File: config.mk
export PLATFORM = sky130hd
export DESIGN_NAME = mac8_seq_core
export DESIGN_NICKNAME = d
export VERILOG_FILES = /design/src/rtl/mac8_seq_core.sv
export SDC_FILE = /design/constraint.sdc
export NUM_CORES = 1
export LEC_CHECK = 0
export ABC_AREA = 1
export CAP_MARGIN = 5
export CORE_MARGIN = 4
export CORE_UTILIZATION = 49
export CTS_BUF_LIST = sky130_fd_sc_hd__clkbuf_8 sky130_fd_sc_hd__clkbuf_16
export CTS_CLUSTER_DIAMETER = 30
export DETAILED_ROUTE_END_ITERATION = 8
export HOLD_SLACK_MARGIN = 0.15
export MAX_ROUTING_LAYER = met4
export PLACE_DENSITY = 0.72
export SETUP_SLACK_MARGIN = 0.1
export SLEW_MARGIN = 20
export SYNTH_ARGS = -nofsm -noshare
export SYNTH_HDL_FRONTEND = slang
export SYNTH_SLANG_ARGS = --single-unit
File: constraint.sdc
create_clock -name clk -period 15.3 [get_ports clk]
set_clock_uncertainty 0.05 [all_clocks]
set_input_delay 3.06 -clock clk [delete_from_list [all_inputs] [get_ports clk]]
set_output_delay 3.06 -clock clk [all_outputs]
set_load 0.05 [all_outputs]
File: src/rtl/mac8_seq_core.sv
// mac8_seq_core: sequential 8x8 unsigned multiply-accumulate controller.
// Each product is built by shift-and-add over 8 cycles, then added into the
// running accumulator in one more cycle. Every addition goes through a single
// shared ACC_W-bit ripple adder made of reversible_full_adder cells.
// Optional feature macro: MAC8_SATURATE_EN. When it is defined, an accumulate
// that carries out of the top bit clamps acc_out to all ones. When it is not
// defined, the accumulator wraps modulo 2^ACC_W.
// Handshakes: a transfer happens on a rising edge where valid & ready are both
// 1. in_ready and out_valid come only from registered state. The source holds
// its payload stable until the transfer.

// Reversible full adder cell. With ctrl = 0 it is a plain full adder.
// With ctrl = 1 it inverts the b input, which supports subtract-style use.
module reversible_full_adder (
    input  logic a,
    input  logic b,
    input  logic cin,
    input  logic ctrl,
    output logic sum,
    output logic cout
);
    logic b_eff;

    // Full-adder equations on the conditionally inverted b input
    always_comb begin
        b_eff = b ^ ctrl;
        sum   = a ^ b_eff ^ cin;
        cout  = (a & b_eff) | (cin & (a ^ b_eff));
    end
endmodule

module mac8_seq_core #(
    parameter int ACC_W = 24
) (
    input  logic             clk,
    input  logic             rst,
    input  logic             in_valid,
    output logic             in_ready,
    input  logic [7:0]       in_a,
    input  logic [7:0]       in_b,
    input  logic             in_clr,
    output logic             out_valid,
    input  logic             out_ready,
    output logic [ACC_W-1:0] acc_out,
    output logic             out_ovf,
    output logic [1:0]       dbg_state
);
    typedef enum logic [1:0] {
        S_IDLE = 2'd0,
        S_MUL  = 2'd1,
        S_ACC  = 2'd2,
        S_DONE = 2'd3
    } state_t;

    state_t           state;
    logic [7:0]       mcand;
    logic [7:0]       mplier;
    logic [15:0]      product;
    logic [2:0]       step;
    logic             clr_q;

    logic [15:0]      shifted;
    logic [ACC_W-1:0] op_a;
    logic [ACC_W-1:0] op_b;
    logic [ACC_W-1:0] sum;
    logic [ACC_W:0]   carry;
    logic             carry_out;

    assign dbg_state = state;

    // Multiplicand shifted into position for the current multiply step
    always_comb begin
        shifted = 16'({8'h00, mcand}) << step;
    end

    // Adder operand mux: partial-product add in MUL, accumulate in ACC
    always_comb begin
        op_a = '0;
        op_b = '0;
        case (state)
            S_MUL: begin
                op_a = ACC_W'(product);
                op_b = ACC_W'(shifted);
            end
            S_ACC: begin
                op_a = clr_q ? '0 : acc_out;
                op_b = ACC_W'(product);
            end
            default: begin
                op_a = '0;
                op_b = '0;
            end
        endcase
    end

    // Shared ripple-carry adder; the carry out of the top cell is the overflow carry
    assign carry[0] = 1'b0;
    for (genvar i = 0; i < ACC_W; i++) begin : g_rca
        reversible_full_adder u_fa (
            .a    (op_a[i]),
            .b    (op_b[i]),
            .cin  (carry[i]),
            .ctrl (1'b0),
            .sum  (sum[i]),
            .cout (carry[i+1])
        );
    end
    assign carry_out = carry[ACC_W];

    // Control FSM with registered handshake outputs and datapath registers
    always_ff @(posedge clk or posedge rst) begin
        if (rst) begin
            state     <= S_IDLE;
            mcand     <= '0;
            mplier    <= '0;
            product   <= '0;
            step      <= '0;
            clr_q     <= 1'b0;
            acc_out   <= '0;
            out_ovf   <= 1'b0;
            in_ready  <= 1'b1;
            out_valid <= 1'b0;
        end else begin
            case (state)
                S_IDLE: begin
                    if (in_valid && in_ready) begin
                        mcand    <= in_a;
                        mplier   <= in_b;
                        clr_q    <= in_clr;
                        product  <= '0;
                        step     <= '0;
                        in_ready <= 1'b0;
                        state    <= S_MUL;
                    end
                end
                S_MUL: begin
                    // A product never exceeds 16 bits, so only the low bits are kept
                    if (mplier[step]) begin
                        product <= sum[15:0];
                    end
                    if (step == 3'd7) begin
                        state <= S_ACC;
                    end else begin
                        step <= step + 3'd1;
                    end
                end
                S_ACC: begin
`ifdef MAC8_SATURATE_EN
                    if (carry_out) begin
                        acc_out <= '1;
                        out_ovf <= 1'b1;
                    end else begin
                        acc_out <= sum;
                        out_ovf <= clr_q ? 1'b0 : out_ovf;
                    end
`else
                    acc_out <= sum;
                    out_ovf <= (clr_q ? 1'b0 : out_ovf) | carry_out;
`endif
                    out_valid <= 1'b1;
                    state     <= S_DONE;
                end
                S_DONE: begin
                    if (out_ready) begin
                        out_valid <= 1'b0;
                        in_ready  <= 1'b1;
                        state     <= S_IDLE;
                    end
                end
                default: begin
                    state     <= S_IDLE;
                    in_ready  <= 1'b1;
                    out_valid <= 1'b0;
                end
            endcase
        end
    end
endmodule

* Yosys cells after proc, flatten, opt, wreduce, memory -nomap -nowiden *
Index checks and enable logic that the tools add are counted.

operators by class
  div/mod/pow operators = 0
  reduce and logical (&&, ||, !) cells = 11
  shifts and indexed selects = 1
  equal/unequal tests = 9
  bitwise gates (word level) = 118
  muxes and demuxes = 21
  $add $sub $neg = 1
  multiply operators = 0
  $lt $le $gt $ge = 1

operators by type and width
  kind                                                        number
  one-hot mux 16 bit (2 select lines)                         2
  one-hot mux 24 bit (2 select lines)                         1
  bitwise AND 1 bit                                           39
  bitwise XOR 1 bit                                           39
  2-to-1 mux 16 bit                                           2
  2-to-1 mux 24 bit                                           1
  OR 1 bit                                                    24
  left shift 8 x 3 -> 16 bit                                  1
  AND reduction 3 bit                                         4
  inequality test 2 bit, second input constant                5
  bitwise AND 1 bit, second input constant                    8
  one-hot mux 2 bit (4 select lines)                          1
  bitwise XOR 1 bit, second input constant                    8
  2-to-1 mux 2 bit                                            3
  2-to-1 mux 3 bit                                            2
  one-hot mux 3 bit (2 select lines)                          1
  nonzero test 2 bit                                          3
  2-to-1 mux 1 bit                                            5
  == test 2 bit, second input constant                        2
  less-than comparator 3 x 4 -> 1 bit, second input constant  1
  one-hot mux 1 bit (2 select lines)                          2
  AND reduction 2 bit                                         2
  adder 3 x 1 -> 3 bit, second input constant                 1
  binary-select mux 1 bit (select 3 bit)                      1
  other kinds (4)                                             4

storage, ports and cells
  memories kept = 0
  output and inout bits = 29
  latch bits = 0
  register bits after elaboration = 65
  word-level logic and storage cells = 172
  memory bits (writable) = 0
  memory bits (read-only) = 0

* Longest topological paths before layout *
Gate-level depths: netlist (run 1).

  word-level depth = 50
  mapped depth = 36
  mapped depth without buffers = 34

* Cells and area by module *
Synthesis (run 1) repeated with hierarchy kept, for this count alone.

second synthesis, totals
  cells, all modules = 701
  area total of the unflattened synthesis = 4,794.6 um2

modules (own cells, without submodules)
  module                 cells each  seq. area each (um2)  area each (um2)  times used
  mac8_seq_core          461         1,627.8               3,503.4          1
  reversible_full_adder  10          0.0                   53.8             24

* Least setup slack after synthesis (run 1) *
No wires, ideal clock.

  path type = reg-to-reg
  start point = register state[1], in the netlist dbg_state[1]
  end point = register acc_out[23]
  period minus slack after synthesis = 8,620 ps
  arrival = 8,436 ps
  slack = 6,680 ps
  library setup time = 134 ps
  stages on the path, launching flop included = 36
  data required time = 15,116 ps
  cells stage by stage = dfrtp_1 > ha_1 > inv_2 > buf_4 > nor3_4 > inv_2 > buf_2 > o21ai_1 > ha_1 > inv_1 > fa_1 > fa_1 > fa_1 > fa_1 > fa_1 > fa_1 > fa_1 > fa_1 > fa_1 > fa_1 > fa_1 > fa_1 > fa_1 > inv_1 > fa_1 > fa_1 > ha_1 > ha_1 > ha_1 > ha_1 > ha_1 > ha_1 > ha_1 > ha_1 > nand2_1 > o21ai_0

on the way
  cells in the longest elaborated chain, start to end = 48

ends and longest elaborated chain
  what                                                                                        line  RTL
  from (decl)                                                                                 55    state_t state;
  from (signal assigned)                                                                      113   state <= S_IDLE;
  from (signal assigned)                                                                      133   state <= S_MUL;
  from (signal assigned)                                                                      142   state <= S_ACC;
  == test 2 bit or == test 2 x 1 -> 1 bit (tied branches)                                     80    case (state)
  one-hot mux 24 bit (2 select lines) or one-hot mux 16 bit (2 select lines) (tied branches)  80
  bitwise AND 1 bit or bitwise XOR 1 bit (tied branches)                                      28    cout = (a & b_eff) | (cin & (a ^ b_eff));
  bitwise AND 1 bit                                                                           28
  OR 1 bit                                                                                    28
  bitwise AND 1 bit                                                                           28
  OR 1 bit                                                                                    28
  bitwise AND 1 bit                                                                           28
  (+33 left out)                                                                              n/a
  bitwise AND 1 bit                                                                           28
  OR 1 bit                                                                                    28
  bitwise AND 1 bit                                                                           28
  OR 1 bit                                                                                    28
  bitwise AND 1 bit                                                                           28
  OR 1 bit                                                                                    28
  bitwise XOR 1 bit (*)                                                                       27    sum = a ^ b_eff ^ cin;
  net g_rca[23].u_fa.sum                                                                      19    output logic sum,
  to (signal assigned)                                                                        157   acc_out <= sum;
  to (decl)                                                                                   44    output logic [ACC_W-1:0] acc_out,

Mark *: on every way through the listed nets, which the timed path passes. The rest lies on a longest branch.
A chain may end at the register's enable or synchronous reset.

* Worst setup path after layout (run 1) *
  start point = register state[0], in the netlist dbg_state[0]
  end point = register acc_out[23]

The elaborated chain is that of the path after synthesis.

==> key figures, run 1 <==
Setup path
  – Startpoint of the worst register-to-register path: dbg_state[0]
  – Largest incremental delay on the critical path: 0.89 ns
  – Path type of the worst setup path: reg -> reg
  – Most frequent cell on the critical path: fa_1
  – Endpoint of the lowest-slack register-to-register path: acc_out[23]
  – Slowest cell on the critical path: ha_1
  – Sort of element at the start of the critical path: register
  – Data required time of the worst path: 15.47 ns
  – Crit path DAT: around 10 ns
  – Biggest fanout along the worst timing path: 30
  – Element type at the critical path end: register
  – Reg2Reg Setup Slack: 5.34 ns
  – Cells on worst reg2reg path: 34

Hold path
  – Worst Hold Class: reg -> reg
  – End point of the worst hold path: out_valid
  – Worst Hold Launch: out_valid
  – Hold depth: 1

Place
  – RePlAce Congestion: between 0.9 and 1
  – Number of input and output port buffers inserted: 49
  – Number of cells in the design after placement: between 500 and 600
  – Placed wire-length estimate: 6320 um

CTS
  – Clock tree from TritonCTS: built
  – Post-CTS sizing: 0
  – Cell chosen for the clock root: clkbuf_8
  – Hold bufs inserted after CTS: 0
  – CTS clk-pin slew, worst paths: 0.07 ns
  – # clock sinks: 65
  – Clock buffer depth: 2
  – Total number of H-tree levels: 3
  – Clock latency of the later-clocked register in the worst-skew pair: 0.35 ns
  – Post CTS Setup Buffer Count: 0
  – CTS Buf Count: 9

Routing
  – Number of iterations in the first detailed-routing pass: 5
  – Routed wire length per instance: 15.1 um
  – Residual DRC count: 0
  – Via density per instance: between 5 and 6
  – Starting DRT DRC Count: a little under 300
  – Total via count in the routed design: around 3.3k
  – Final Routed Wirelength: 9190 um
  – ANT nets after route: 0

Timing
  – Clock period minus final worst setup slack: 9.96 ns
  – Tightest slew margin relative to the limit: 39.8%
  – Fmax achieved: between 0.1 and 0.15 GHz
  – Count of pins over their slew limit: 0
  – Endpoints failing hold: 0
  – Setup total negative slack: 0 ns
  – Portion of the clock cycle consumed by the worst path in the final layout: 65.1%
  – RSZ-0062 raised after global routing: false
  – Slew of the pin with the lowest slew margin: 0.904 ns
  – Number of setup violations in the final report: 0

GRT
  – Total congestion overflow after global routing: 0
  – Largest net degree at the start of global routing: 66
  – Overall routing resource usage: 20.3%
  – Vias in the first global route: roughly 3.1k
  – Number of antenna violations at the first check in global routing: 0
  – Wire length of the first global-routing pass: 15200 um

Cells and area
  – Nets: around 550
  – Area added between synthesis and finish: 18.4%
  – Number of standard cells in the layout, taps in and fillers out: 608
  – Most used cells in the layout excluding fill and tap cells: nand2_1 (140), dfrtp_1 (64), clkdlybuf4s50_1 (49)
  – Fraction of final layout cells sized beyond drive strength 1: 8.10%
  – Fill cell instance count of the final layout: 696
  – Most frequent standard cell in the layout excluding fill and tap cells: nand2_1
  – Antenna fix cells: 0

Power
  – Leakage power of the design: 0.00208 uW
  – Worst vdd rail ir drop: approximately 0.084 mV
  – Power density relative to cell area: around 170 mW/mm^2

Die
  – Die Span X: 97.3 um
  – Chip height: about 97 um
  – Core outline area: approximately 0.0077 mm^2
  – Die Outline Area: 0.00946 mm^2
  – I/O pin total: 50
  – Initial Util: 50.5%
  – Core Rows: 32

Synth
  – Leading area contributor after synthesis: dfrtp_1
  – Average footprint of a synthesized cell: 8.36 um^2
  – Synthesized netlist cell count: 467
  – Cell types with the largest area share after synthesis: dfrtp_1 (41%), nand2_1 (13%), fa_1 (7.7%), ha_1 (4.8%), o21ai_0 (4.4%)
  – Total number of yosys warnings: 0
  – Syn Std Cell Area: 0.00390 mm^2
  – Number of distinct library cell variants in the gate-level netlist after synthesis: 30
  – Part of the Yosys area used for sequential elements: between 40% and 50%
  – Share of the synthesized area in the top cell type: 41.0%
  – Net count after synthesis: around 520
  – Flop and latch count out of synthesis: between 60 and 70

Run
  – Max_cap viols: 0

Status
  – Outcome: finished clean
[critical path, delay by kind of cell (launching register included)]
family	cells	cell delay [ns]
AND/OR/NAND/NOR	2	0.61
adder cells (fa/ha/maj)	25	7.81
buffers and inverters	5	0.70
AO/OA/AOI/OAI	2	0.26
flip-flops	1	0.42
[cell usage after synthesis]
| master | number |
|---|---|
| mux2_2 | 11 |
| ha_1 | 15 |
| clkbuf_1 | 16 |
| nand2_2 | 2 |
| o21a_1 | 1 |
| buf_6 | 1 |
| o21ai_1 | 2 |
| nand3_2 | 1 |
| fa_1 | 15 |
| o31ai_1 | 1 |
| buf_2 | 8 |
| a22oi_1 | 3 |
| nand4_1 | 16 |
| a32oi_1 | 13 |
| a21oi_1 | 7 |
| nand3_4 | 1 |
| nand3_1 | 33 |
| o211ai_1 | 2 |
| inv_1 | 34 |
| nor2_2 | 1 |
| nor2_1 | 34 |
| o21ai_0 | 34 |
| or2_2 | 4 |
| o2bb2ai_1 | 1 |
| dfstp_2 | 1 |
| nor3_4 | 1 |
| inv_2 | 2 |
| dfrtp_1 | 64 |
| nand2_1 | 140 |
| buf_4 | 3 |
[how the worst max path moves through the flow]
stage	startpoint	endpoint	slack, ns	cells after the start
2_1_floorplan	dbg_state[1]	acc_out[23]	6.68	35
3_3_place_gp	dbg_state[0]	acc_out[23]	5.72	34
6_report	dbg_state[0]	acc_out[23]	5.34	34
5_1_grt	dbg_state[0]	acc_out[23]	4.87	34
4_1_cts	dbg_state[0]	acc_out[23]	5.36	34
3_5_place_dp	dbg_state[0]	acc_out[23]	5.42	34
[cell families (layout without fill, tap and decap cells)]
family                     count (synthesis)  in the layout  share of synthesized area, %
adders and majority gates                 30             30                          12.5
muxes                                     11             11                          3.17
and+or+nand+nor                          233            233                          25.8
AOI/OAI and AO/OA                         64             64                          10.0
buffers and inverters                     64            103                          6.89
DFF                                       65             65                          41.7
[area by class of cell]
type                       instances  area (um^2)  share of cell area, %
clock buffer                      10          138                   2.98
inverter                          36          135                   2.92
tap                              102          128                   2.76
sequential                        65         1630                   35.2
multi-input combinational        338         2010                   43.4
clock inverter                     5         72.6                   1.57
timing repair buffer              52          513                   11.1
[sequential cells by signal (all words and copies together), names as in the netlist]
register	flops
clr_q	1
product	16
mplier	8
out_valid	1
acc_out	24
in_ready	1
out_ovf	1
mcand	8
step	3
dbg_state	2
[metal layers]
layer / part of all wire [%] / GRT usage [%]
met5: 0 / -
met4: 1.9 / 7.24
met3: 7.4 / 3.30
met2: 46 / 30.4
met1: 45 / 28.2
[through the flow]
| step | instance area [um^2] | utilization, % | setup slack [ns] | total power [uW] | hold WS (ns) |
|---|---|---|---|---|---|
| after floorplan | 3910 | - | 6.68 | 550 | 0.413 |
| after global placement | 4410 | 57.1 | 5.72 | 635 | 0.428 |
| after detailed placement | 4410 | 57.1 | 5.42 | 643 | 0.425 |
| after CTS | 4620 | 59.8 | 5.36 | 803 | 0.451 |
| after global routing | 4620 | 59.8 | 4.87 | 857 | 0.464 |
| final | 4620 | 59.8 | 5.34 | 803 | 0.445 |
[power breakdown]
group / total (uW) / leakage (uW) / switching, uW / internal, uW
Sequential: 259 / 0.000851 / 41.1 / 218
Clock: 158 / 0.000115 / 64.6 / 93.9
Combinational: 385 / 0.00112 / 273 / 112
Total: 803 / 0.00208 / 379 / 424
Power figures use the tool's default switching activity.
==> run 2, diff against run 1 <==
Settings changed: PLACE_DENSITY 0.72 to 0.75.
Clock period 15.3 ns to 8.4 ns, I/O delays scaled along.
==> run 2 against run 1 <==
Against the previous run:
- flip-flop and latch count did not move
- global-route usage rose by 1.5 points
- power rose by 85%
- maximum frequency rose by 25%
- hold slack improved by 0.011 ns
- cell area rose by 2.9%
- largest power group unchanged
==> key figures, run 2 (synthesis gave the netlist of run 1 again) <==
Status
  – Outcome: finished clean (unchanged)

Cells and area
  – Fraction of final layout cells sized beyond drive strength 1: 15.0% (was 8.10%)
  – Sequential standard cell area: 0.00163 mm^2 (about the same)
  – Fill cell instance count of the final layout: 654 (was 696)
  – Area added between synthesis and finish: 21.8% (was 18.4%)
  – Area occupied by multi-input gates: 0.00207 mm^2 (was 0.00201 mm^2)
  – Most used cells in the layout excluding fill and tap cells: nand2_1 (140), dfrtp_1 (62), clkdlybuf4s50_1 (49) (was nand2_1 (140), dfrtp_1 (64), clkdlybuf4s50_1 (49))
  – Biggest registers after layout: acc_out: 24 flops, product: 16 flops (unchanged)
  – Number of flip-flops under the largest register name: 24 (unchanged)
  – Register containing the most flip-flops in the final layout: acc_out (unchanged)
  – Final design instance area without fill: 0.00476 mm^2 (was 0.00462 mm^2)
  – Most frequent standard cell in the layout excluding fill and tap cells: nand2_1 (unchanged)
  – Antenna fix cells: 0 (unchanged)
  – Nets: 568 (was 553)

GRT
  – Largest net degree at the start of global routing: 66 (unchanged)
  – Total congestion overflow after global routing: 0 (unchanged)
  – Wire length of the first global-routing pass: 16300 um (was 15200 um)
  – Overall routing resource usage: 21.8% (was 20.3%)
  – Number of antenna violations at the first check in global routing: 0 (unchanged)
  – Vias in the first global route: 3377 (was 3075)

Routing
  – Starting DRT DRC Count: 158 (was 293)
  – Via density per instance: 5.38 (was 5.45)
  – Number of iterations in the first detailed-routing pass: 5 (unchanged)
  – Routed wire length per instance: 15.2 um (was 15.1 um)
  – ANT nets after route: 0 (unchanged)
  – Total via count in the routed design: 3352 (was 3315)
  – Residual DRC count: 0 (unchanged)
  – Final Routed Wirelength: 9470 um (was 9190 um)

Timing
  – Tightest slew margin relative to the limit: 43.2% (was 39.8%)
  – RSZ-0062 raised after global routing: true (was false)
  – Count of pins over their slew limit: 0 (unchanged)
  – Fmax achieved: 0.126 GHz (was 0.100 GHz)
  – Clock period minus final worst setup slack: 7.94 ns (was 9.96 ns)
  – Number of setup violations in the final report: 0 (unchanged)
  – Worst setup margin: 0.455 ns (was 5.34 ns)
  – Portion of the clock cycle consumed by the worst path in the final layout: 94.6% (was 65.1%)
  – Slew of the pin with the lowest slew margin: 0.850 ns (was 0.904 ns)
  – Hold slack final: 0.456 ns (was 0.445 ns)
  – Endpoints failing hold: 0 (unchanged)
  – Setup total negative slack: 0 ns (unchanged)

Place
  – Placed wire-length estimate: 6590 um (was 6320 um)
  – Number of input and output port buffers inserted: 49 (unchanged)
  – Area after detailed placement: 0.00454 mm^2 (was 0.00441 mm^2)
  – Worst slack at placement: -0.0192 ns (was 5.42 ns)
  – RePlAce Congestion: 0.908 (was 0.945)

Setup path
  – Data required time of the worst path: 8.56 ns (was 15.47 ns)
  – Path type of the worst setup path: reg -> reg (unchanged)
  – Most frequent cell on the critical path: fa_2 (was fa_1)
  – Sort of element at the start of the critical path: register (unchanged)
  – Biggest fanout along the worst timing path: 4 (was 30)
  – Element type at the critical path end: register (unchanged)
  – Largest incremental delay on the critical path: 0.40 ns (was 0.89 ns)
  – Slowest cell on the critical path: dfrtp_2 (was ha_1)
  – Crit path DAT: 8.11 ns (was 10.13 ns)

CTS
  – Clock tree from TritonCTS: built (unchanged)
  – Clock buffer depth: 2 (unchanged)
  – Total number of H-tree levels: 3 (unchanged)
  – # clock sinks: 65 (unchanged)
  – CTS Buf Count: 9 (unchanged)
  – CTS clk-pin slew, worst paths: 0.07 ns (about the same)
  – Hold bufs inserted after CTS: 0 (unchanged)
  – Clock latency of the later-clocked register in the worst-skew pair: 0.35 ns (about the same)
  – Cell chosen for the clock root: clkbuf_8 (unchanged)

Die
  – Die Outline Area: 0.00946 mm^2 (unchanged)
  – Core outline area: 0.00773 mm^2 (unchanged)
  – Die Span X: 97.3 um (unchanged)
  – Chip height: 97.3 um (unchanged)
  – Core Rows: 32 (unchanged)
  – Initial Util: 50.5% (unchanged)
  – I/O pin total: 50 (unchanged)

Power
  – Leakage power of the design: 0.00214 uW (was 0.00208 uW)
  – Worst vdd rail ir drop: 0.179 mV (was 0.0840 mV)
  – Power density relative to cell area: 312 mW/mm^2 (was 174 mW/mm^2)
  – Overall power after layout: 1480 uW (was 803 uW)

Hold path
  – Worst Hold Class: reg -> reg (unchanged)

Run
  – Max_cap viols: 0 (unchanged)
-- run 2: cell types whose count changed in the layout (fill, tap and decap cells not counted), sizes merged --
cell / previous run / this run
bufinv: 2 / 0
buf: 3 / 18
clkinv: 1 / 2
clkinvlp: 0 / 1
-- run 2: per-layer routing --
layer	GRT usage [%]	part of all wire [%]	vias up
met4	7.77	1.6	0
li1	-	-	1636
met1	28.3	45	1565
met5	-	0	-
met2	33.5	47	133
met3	5.46	6.9	18
-- run 2: final timing paths --
path,startpoint,endpoint,slack (ns),depth (start not counted)
max in group asynchronous,rst,dbg_state[1],5.88,3
min reg2reg,out_valid,out_valid,0.46,1
min in group asynchronous,rst,mplier[2],1.83,3
max,dbg_state[0],acc_out[23],0.46,34
min,out_valid,out_valid,0.46,1
max reg2reg,dbg_state[0],acc_out[23],0.46,34
-- run 2: final cells by class --
| type | instances | area share (%) |
|---|---|---|
| clock buffer | 10 | 2.89 |
| clock inverter | 5 | 0.526 |
| inverter | 36 | 2.89 |
| multi-input combinational | 338 | 43.6 |
| sequential | 65 | 34.3 |
| tap | 102 | 2.68 |
| timing repair buffer | 67 | 13.2 |
-- run 2: worst max-delay path, delay by kind of cell (launching register included) --
kind	cells	cell delay [ns]
and+or+nand+nor	2	0.22
adders and majority gates	25	6.64
AOI/OAI and AO/OA	2	0.21
buffers and inverters	5	0.29
DFF	1	0.40
-- run 2: through the flow --
step | cells | util [%]
finish | 623 | 61.6
global route | 623 | 61.6
detailed placement | 605 | 58.7
global placement | 605 | 58.7
CTS | 622 | 61.1
floorplan | 467 | -
-- run 2: report_power, final --
group / total, uW / switching, uW / internal [uW]
logic: 793 / 538 / 255
clock network: 228 / 118 / 110
registers: 462 / 63.6 / 398
total: 1480 / 719 / 763
-- run 2: repair_timing --
item                                   4_1_cts  5_1_grt
buffers inserted                             2        1
endpoints found under the hold margin        0        0
setup endpoints to repair                    1        4
pin swaps                                    0        5
resized for setup                            2       11
cloned                                       0        0
==> run 3, diff against run 2 <==
Settings changed: REMOVE_ABC_BUFFERS from default to 1.
==> run 3 against run 2 <==
Against the previous run:
- final cell count grew 0.64%
- clock-buffer cell count did not move
- critical path type unchanged
- routed wire length rose by 2.7%
- sequential share of layout area down 0.37 points
- sequential power barely moved
- global-route usage grew 0.38 points
- non-clock buffer count up 2
- critical endpoint unchanged
==> key figures, run 3 (synthesis gave the netlist of run 1 again) <==
Cells and area
  – Most frequent standard cell in the layout excluding fill and tap cells: nand2_1 (unchanged)
  – Biggest registers after layout: acc_out: 24 flops, product: 16 flops (unchanged)
  – Area added between synthesis and finish: 23.0% (was 21.8%)
  – Register containing the most flip-flops in the final layout: acc_out (unchanged)
  – Most used cells in the layout excluding fill and tap cells: nand2_1 (140), dfrtp_1 (64), clkdlybuf4s50_1 (49) (was nand2_1 (140), dfrtp_1 (62), clkdlybuf4s50_1 (49))
  – Fill cell instance count of the final layout: 665 (was 654)
  – Fraction of final layout cells sized beyond drive strength 1: 14.7% (was 15.0%)
  – Number of flip-flops under the largest register name: 24 (unchanged)
  – Nets: 570 (was 568)

Die
  – Core outline area: 0.00773 mm^2 (unchanged)
  – Core Rows: 32 (unchanged)
  – I/O pin total: 50 (unchanged)
  – Die Outline Area: 0.00946 mm^2 (unchanged)
  – Initial Util: 50.5% (unchanged)
  – Chip height: 97.3 um (unchanged)
  – Die Span X: 97.3 um (unchanged)

Timing
  – Tightest slew margin relative to the limit: 35.0% (was 43.2%)
  – Count of pins over their slew limit: 0 (unchanged)
  – RSZ-0062 raised after global routing: false (was true)
  – Fmax achieved: 0.127 GHz (was 0.126 GHz)
  – Worst setup margin: 0.516 ns (was 0.455 ns)
  – Number of setup violations in the final report: 0 (unchanged)
  – Endpoints failing hold: 0 (unchanged)
  – Clock period minus final worst setup slack: 7.88 ns (was 7.94 ns)
  – Hold slack final: 0.438 ns (was 0.456 ns)
  – Slew of the pin with the lowest slew margin: 0.972 ns (was 0.850 ns)
  – Portion of the clock cycle consumed by the worst path in the final layout: 93.9% (was 94.6%)

Setup path
  – Sort of element at the start of the critical path: register (unchanged)
  – Data required time of the worst path: 8.56 ns (about the same)
  – Reg2Reg Setup Slack: 0.52 ns (was 0.46 ns)
  – Crit path DAT: 8.04 ns (was 8.11 ns)
  – Element type at the critical path end: register (unchanged)
  – Slowest cell on the critical path: fa_2 (was dfrtp_2)
  – Most frequent cell on the critical path: fa_2 (unchanged)
  – Biggest fanout along the worst timing path: 2 (was 4)
  – Largest incremental delay on the critical path: 0.37 ns (was 0.40 ns)
  – Path type of the worst setup path: reg -> reg (unchanged)

Routing
  – Total via count in the routed design: 3395 (was 3352)
  – Number of iterations in the first detailed-routing pass: 6 (was 5)
  – Starting DRT DRC Count: 215 (was 158)
  – Via density per instance: 5.41 (was 5.38)
  – ANT nets after route: 0 (unchanged)
  – Routed wire length per instance: 15.5 um (was 15.2 um)
  – Residual DRC count: 0 (unchanged)
  – Final Routed Wirelength: 9730 um (was 9470 um)

CTS
  – Total number of H-tree levels: 3 (unchanged)
  – # clock sinks: 65 (unchanged)
  – CTS clk-pin slew, worst paths: 0.07 ns (about the same)
  – CTS Buf Count: 9 (unchanged)
  – Clock tree from TritonCTS: built (unchanged)
  – Clock latency of the later-clocked register in the worst-skew pair: 0.33 ns (was 0.35 ns)
  – Clock buffer depth: 2 (unchanged)
  – Hold bufs inserted after CTS: 0 (unchanged)
  – Cell chosen for the clock root: clkbuf_8 (unchanged)

Hold path
  – Worst Hold Class: reg -> reg (unchanged)

Power
  – Power density relative to cell area: 318 mW/mm^2 (was 312 mW/mm^2)
  – Leakage power of the design: 0.00216 uW (was 0.00214 uW)
  – Worst vdd rail ir drop: 0.121 mV (was 0.179 mV)

GRT
  – Number of antenna violations at the first check in global routing: 1 (was 0)
  – Largest net degree at the start of global routing: 66 (unchanged)
  – Overall routing resource usage: 22.2% (was 21.8%)
  – Vias in the first global route: 3426 (was 3377)
  – Total congestion overflow after global routing: 0 (unchanged)
  – Wire length of the first global-routing pass: 16700 um (was 16300 um)

Status
  – Outcome: finished clean (unchanged)

Place
  – Number of input and output port buffers inserted: 49 (unchanged)
  – Placed wire-length estimate: 6970 um (was 6590 um)
  – Worst slack at placement: -0.112 ns (was -0.0192 ns)
  – RePlAce Congestion: 0.922 (was 0.908)

Run
  – Max_cap viols: 0 (unchanged)
## run 3: cell count changes in the layout (fill, tap and decap cells not counted), moves of 2 or more
cell / before / now
inv_1: 31 / 33
dfrtp_1: 62 / 64
dfrtp_2: 2 / 0
inv_2: 6 / 4
## run 3: layer usage
metal  routed length [um]  GRT usage [%]  vias to the layer above
met5                    0              -                        -
met4                  139           5.75                        0
met3                  521           4.45                       16
met2                 4820           36.2                       97
met1                 4250           28.6                     1638
li1                     -              -                     1644
## run 3: layout make-up
type                    instances  area, um^2  share of cell area, %
multi-input cells             338        2070                   43.1
flip-flops and latches         65        1630                   33.9
repair buffers                 69         644                   13.4
clock buffers                  10         138                   2.87
inverters                      36         135                   2.81
well taps                     102         128                   2.66
clock inverters                 6        58.8                   1.22
diodes                          1        2.50                 0.0521
## run 3: metrics by stage
step	area (um^2)	setup TNS (ns)	std cells	power, uW	utilization [%]
floorplan	3770	-7.34	439	951	-
global placement	4520	0	607	1220	58.5
detailed placement	4520	-0.112	607	1240	58.5
CTS	4750	0	626	1520	61.5
global route	4800	0	627	1640	62.1
finish	4800	0	627	1520	62.1
## run 3: power by group
part	internal [uW]	switching, uW	total, uW	leakage, uW
Clock	143	122	266	0.0000995
Sequential	397	66.6	464	0.000851
Combinational	264	531	796	0.00121
## run 3: what timing repair did
| action | CTS | global route |
|---|---|---|
| endpoints found under the setup margin | 3 | 4 |
| resized for setup | 5 | 14 |
| setup buffers | 3 | 0 |
| endpoints found under the hold margin | 0 | 0 |
| cloned | 0 | 0 |
| pin swaps | 1 | 2 |
## run 3: path summary, 6_finish.rpt
path                                    from     endpoint  cells after the start
min in group asynchronous                rst  acc_out[22]                      3
worst min-delay path               out_valid    out_valid                      1
worst max register to register  dbg_state[1]  acc_out[23]                     34
max in group asynchronous                rst   product[0]                      3
worst min register to register     out_valid    out_valid                      1
worst max-delay path            dbg_state[1]  acc_out[23]                     34
## run 3: worst max-delay path, delay by kind of cell, from the launching register on
kind	cells	cell delay [ns]
compound gates	2	0.19
flops	1	0.36
simple gates	2	0.23
fa+ha+maj	25	6.60
buf+inv	5	0.34
